<file path="src/rtl/byte_word_packer.sv">
// byte_word_packer: write-side stage in front of the 32x32 FIFO.
// Packs a valid/ready byte stream into 32-bit words. in_last flushes a partial
// word with PAD_BYTE in the unused lanes. A finished word is held until the
// FIFO is not full, then pushed with a single-cycle fifo_w_en.
//
// Optional feature macro: PACKER_BIG_ENDIAN_EN
//   undefined (default): first byte -> bits[7:0], padding fills high lanes
//   defined            : first byte -> bits[31:24], padding fills low lanes
//
// Handshake: a byte is transferred on a rising edge where in_valid & in_ready
// are both high; in_ready depends only on internal state, and the source holds
// in_byte/in_last stable until transferred.
module byte_word_packer #(
  parameter logic [7:0] PAD_BYTE = 8'h00,
  parameter int         WCNT_W   = 16
) (
  input  logic              clk,
  input  logic              rst,
  input  logic              in_valid,
  output logic              in_ready,
  input  logic [7:0]        in_byte,
  input  logic              in_last,
  input  logic              fifo_full,
  output logic              fifo_w_en,
  output logic [31:0]       fifo_data,
  output logic [WCNT_W-1:0] word_count,
  output logic              busy
);

  typedef enum logic {ACCUM = 1'b0, HOLD = 1'b1} state_t;

  state_t              state_q, state_d;
  logic [1:0]          idx_q, idx_d;
  logic [31:0]         word_q, word_d;
  logic [WCNT_W-1:0]   wcnt_q, wcnt_d;
  logic                accept;
  logic                finish;

  localparam logic [WCNT_W-1:0] WCNT_ONE = {{(WCNT_W-1){1'b0}}, 1'b1};

  assign in_ready   = (state_q == ACCUM);
  assign accept     = in_valid & in_ready;
  // A word closes on the fourth lane or on an explicit end of message.
  assign finish     = (idx_q == 2'd3) | in_last;
  assign fifo_w_en  = (state_q == HOLD) & ~fifo_full;
  assign fifo_data  = word_q;
  assign word_count = wcnt_q;
  assign busy       = (state_q == HOLD) | (idx_q != 2'd0);

  // State, lane index, word and counter registers; reset discards held bytes.
  always_ff @(posedge clk or posedge rst) begin
    if (rst) begin
      state_q <= ACCUM;
      idx_q   <= 2'd0;
      word_q  <= 32'h0;
      wcnt_q  <= '0;
    end else begin
      state_q <= state_d;
      idx_q   <= idx_d;
      word_q  <= word_d;
      wcnt_q  <= wcnt_d;
    end
  end

  // Next-state: lane fill and padding in ACCUM, push-and-clear in HOLD.
  always_comb begin
    state_d = state_q;
    idx_d   = idx_q;
    word_d  = word_q;
    wcnt_d  = wcnt_q;
    case (state_q)
      ACCUM: begin
        if (accept) begin
          for (int k = 0; k < 4; k++) begin
`ifdef PACKER_BIG_ENDIAN_EN
            if (k == int'(idx_q))
              word_d[8*(3-k) +: 8] = in_byte;
            else if (finish && (k > int'(idx_q)))
              word_d[8*(3-k) +: 8] = PAD_BYTE;
`else
            if (k == int'(idx_q))
              word_d[8*k +: 8] = in_byte;
            else if (finish && (k > int'(idx_q)))
              word_d[8*k +: 8] = PAD_BYTE;
`endif
          end
          if (finish) begin
            idx_d   = 2'd0;
            state_d = HOLD;
          end else begin
            idx_d = idx_q + 2'd1;
          end
        end
      end
      HOLD: begin
        // Nothing moves while the FIFO is full; the word waits intact.
        if (!fifo_full) begin
          wcnt_d  = wcnt_q + WCNT_ONE;
          word_d  = 32'h0;
          state_d = ACCUM;
        end
      end
      default: begin
        state_d = ACCUM;
      end
    endcase
  end

endmodule
</file>
<file path="config.mk">
export PLATFORM = sky130hd
export DESIGN_NAME = byte_word_packer
export DESIGN_NICKNAME = d
export VERILOG_FILES = /design/src/rtl/byte_word_packer.sv
export SDC_FILE = /design/constraint.sdc
export NUM_CORES = 1
export LEC_CHECK = 0
export CAP_MARGIN = 5
export CORE_ASPECT_RATIO = 1.25
export CORE_MARGIN = 4
export CORE_UTILIZATION = 47
export DETAILED_ROUTE_END_ITERATION = 8
export GPL_ROUTABILITY_DRIVEN = 0
export PLACE_DENSITY = 0.76
export SLEW_MARGIN = 20
export SYNTH_ARGS = -nofsm -noshare
export SYNTH_HDL_FRONTEND = slang
export SYNTH_SLANG_ARGS = --single-unit
</file>
<file path="constraint.sdc">
create_clock -name clk -period 2 [get_ports clk]
set_input_delay 0.6 -clock clk [delete_from_list [all_inputs] [get_ports clk]]
set_output_delay 0.6 -clock clk [all_outputs]
set_load 0.03 [all_outputs]
</file>
==> reports/summary.md <==
• **design area** 3190 sq um
• **post-synthesis instance total** 226
• **number of synthesized register bits** 51
• **Final Cycle Share** 99.3%
• **fraction of the yosys area taken by sequential cells** 56.7%
• **status** finished, final reports clean
• **total wirelength of the detailed-routed design** 5480 um
• **Clock Root Buffer** sky130_fd_sc_hd__clkbuf_8
• **# diodes** 0
• **maxcap violations** 0
• **Post-DP HPWL** 4020 um
• **TritonCTS Sinks** 51
• **clock-pin slew reported for the worst setup and hold paths after clock tree synthesis** 80 ps
• **total area of multi-input combinational cells** 842 sq um
• **Arr. time, crit path** 1390 ps
• **most common cell after layout, fill and taps aside** sky130_fd_sc_hd__dfrtp_1
• **NetSw** 1260 uW
• **clk_skew** 6.13 ps
• **Clk network pwr share** 22.2%
• **Net Sw Frac** 37.2%
• **number of iterations in the first detailed-routing pass** 4
• **actual slew at the worst max-slew pin** 548 ps
• **Vert. Die Dim** 85.4 um
• **Max Fanout on Critical Path** 3
• **overall global routing resource usage** 19.9%
• **post-route DRC violation count** 0
• **nets in the synthesized netlist** 244
• **number of I/O pins** 64
• **fill cell count** 345
• **clock buffer depth** 2
• **leakage power** 0.00171 uW
• **Hold/Removal Path Class** flip-flop to flip-flop
• **drt initial violations** 97
• **post-place setup slack** -148 ps
• **crit end category** output pin
• **number of stages on the worst hold path** 1
• **part of the power in combinational logic** 37.4%
• **CTS tree** yes
• **core utilization of the finished layout** 70.5%
• **highest-count cells in the layout ignoring fill and taps** sky130_fd_sc_hd__dfrtp_1 (51), sky130_fd_sc_hd__nand3_1 (36), sky130_fd_sc_hd__o21ai_0 (34), sky130_fd_sc_hd__clkdlybuf4s50_1 (34), sky130_fd_sc_hd__nand2_1 (27)
• **Avg Cell Area, Syn** 9.95 sq um
• **setup slack on the worst flop-to-flop path** 360 ps
• **number of nets in the final layout** 320
• **max-slew headroom at the worst pin** 63.4%
• **endpoint required time on the critical path** 1400 ps
• **number of different library cells in the post-synthesis netlist** 26
• **Netlist Area Pre-Place** 2250 sq um
• **terminating pin of the worst hold path** word_count[15]$_DFFE_PP0P_
• **pin count of the biggest net entering global routing** 26
• **number of hold-slack violations in the final timing report** 0
• **clock latency of the later-clocked register in the worst-skew pair** 300 ps
• **setup-violating endpoint count in the final report** 0
• **first-pass GRT wire length** 9540 um
• **starting utilization of the core area** 49.7%
• **internal power summed over all cells** 2130 uW
• **kind of launch point of the worst setup path** primary input
• **total power density per cell area** 1060 nW/um^2
• **synthesis-to-layout area growth** 41.8%
• **worst hold start** word_count[15]$_DFFE_PP0P_
• **startpoint of the worst-slack reg-to-reg timing path** state_q$_DFF_PP0_
• **fraction of layout instances using a drive strength above 1** 11.2%
• **via count** 1920
• **VDD IR max** 0.568 mV
• **site row count** 27
• **sequential cell fraction of total power** 40.4%
• **max-slew violation count** 0
• **number of cells on the worst reg-to-reg path** 7
• **post-cts hold buffer count** 0
• **vias in the first global route** 1997
• **total congestion overflow after global routing** 0
• **maximum operating frequency** 504 MHz
• **final worst-path setup slack** 14.0 ps
• **number of nets with antenna violations after routing** 0
• **type of the worst setup path** primary input to output pin
• **wire length per cell after detailed routing** 15.2 um
• **core box area** 4530 sq um
• **die area** 5960 sq um
• **total CTS buffers** 5
• **number of antenna violations at the first check in global routing** 0
• **number of warnings issued by yosys** 0
• **Critical R2R Capture** word_count[9]$_DFFE_PP0P_
• **buffers added on ports** 63
• **Die X** 69.9 um
• **number of H-tree levels** 2
• **routed via count divided by cell count** 5.32
• **minimum period implied by the final worst setup slack** 1990 ps
• **instance area at placement** 3030 sq um
• **sequential standard cell area** 1280 sq um
critical path, stage by stage:
cell and delay (ps):
sky130_fd_sc_hd__clkdlybuf4s50_1 480, sky130_fd_sc_hd__nand2b_4 130, sky130_fd_sc_hd__inv_2 40, sky130_fd_sc_hd__buf_6 130
per-stage QoR:
step	cells	total power (uW)	setup TNS, ps	hold slack [ps]
floorplan	226	2110	0	542
global placement	352	2670	-148	473
detailed placement	352	2700	-674	473
CTS	360	3430	0	485
global route	361	3590	-7.99	499
finish	361	3390	0	478
per-layer routing:
layer / GRT usage [%] / wire [um]
met5: 0 / 0
met4: 7.32 / 99
met3: 4.50 / 365
met2: 33.2 / 2670
met1: 25.2 / 2350
power by group through the flow:
stage	Sequential (uW)	Clock, uW	Combinational (uW)
5_1_grt	1400	819	1370
2_1_floorplan	1710	0	398
3_3_place_gp	1380	0	1290
6_report	1370	754	1270
4_1_cts	1370	769	1280
3_5_place_dp	1390	0	1310
worst max-delay path by stage:
stage                                end                  startpoint  slack [ps]  cells after the start
2_1_floorplan   fifo_data[0]$_DFFE_PP0P_                         rst         170                      1
3_3_place_gp   word_count[9]$_DFFE_PP0P_                   fifo_full         -60                      6
3_5_place_dp   word_count[9]$_DFFE_PP0P_                   fifo_full        -150                      6
4_1_cts                   word_count[14]  word_count[14]$_DFFE_PP0P_           2                      1
5_1_grt                        fifo_w_en                   fifo_full          -8                      4
6_report                       fifo_w_en                   fifo_full          10                      4
logic make-up after synthesis:
family / after synthesis / share of synthesized area [%]
simple gates: 84 / 18.8
flops: 51 / 56.7
compound gates: 39 / 9.29
buf+inv: 31 / 6.06
xor+xnor: 15 / 5.84
fa+ha+maj: 5 / 2.78
mux: 1 / 0.501
what timing repair did:
action,4_1_cts,5_1_grt
gates resized for setup,16,14
endpoints found under the setup margin,14,15
gates cloned,0,0
setup buffers,0,1
area by class of cell:
class,instances,share of cell area [%]
tap,58,2.28
inverter,23,2.71
sequential,51,40.0
timing repair buffer,77,24.8
clock inverter,2,1.22
multi-input combinational,144,26.4
clock buffer,6,2.59
registers in the layout (all words and copies together) (netlist names):
name,flops
fifo_data,32
idx_q,2
state_q,1
word_count,16
synthesized netlist by cell type:
master	count	area share, %
sky130_fd_sc_hd__a22o_1	1	0.39
sky130_fd_sc_hd__nand2b_4	1	0.61
sky130_fd_sc_hd__buf_6	2	1.0
sky130_fd_sc_hd__dfrtp_1	51	57
sky130_fd_sc_hd__or2_4	1	0.39
sky130_fd_sc_hd__o21ai_1	1	0.22
sky130_fd_sc_hd__and2b_1	2	0.67
sky130_fd_sc_hd__and3_1	1	0.28
sky130_fd_sc_hd__clkbuf_1	2	0.33
sky130_fd_sc_hd__nand2_1	27	4.5
sky130_fd_sc_hd__o21ai_0	34	7.6
sky130_fd_sc_hd__xor2_1	4	1.6
sky130_fd_sc_hd__nor3_1	1	0.22
sky130_fd_sc_hd__nor2_1	6	1.0
sky130_fd_sc_hd__buf_2	4	0.89
sky130_fd_sc_hd__a21oi_2	2	0.78
sky130_fd_sc_hd__nand3_1	36	8.0
sky130_fd_sc_hd__inv_1	23	3.8
sky130_fd_sc_hd__o21bai_1	1	0.33
sky130_fd_sc_hd__nor3_2	2	0.89
sky130_fd_sc_hd__ha_1	5	2.8
sky130_fd_sc_hd__and4b_1	1	0.44
sky130_fd_sc_hd__xnor2_1	11	4.3
sky130_fd_sc_hd__mux2_2	1	0.50
sky130_fd_sc_hd__nand4_1	5	1.4
sky130_fd_sc_hd__nand2b_2	1	0.39
Power figures use the tool's default switching activity.
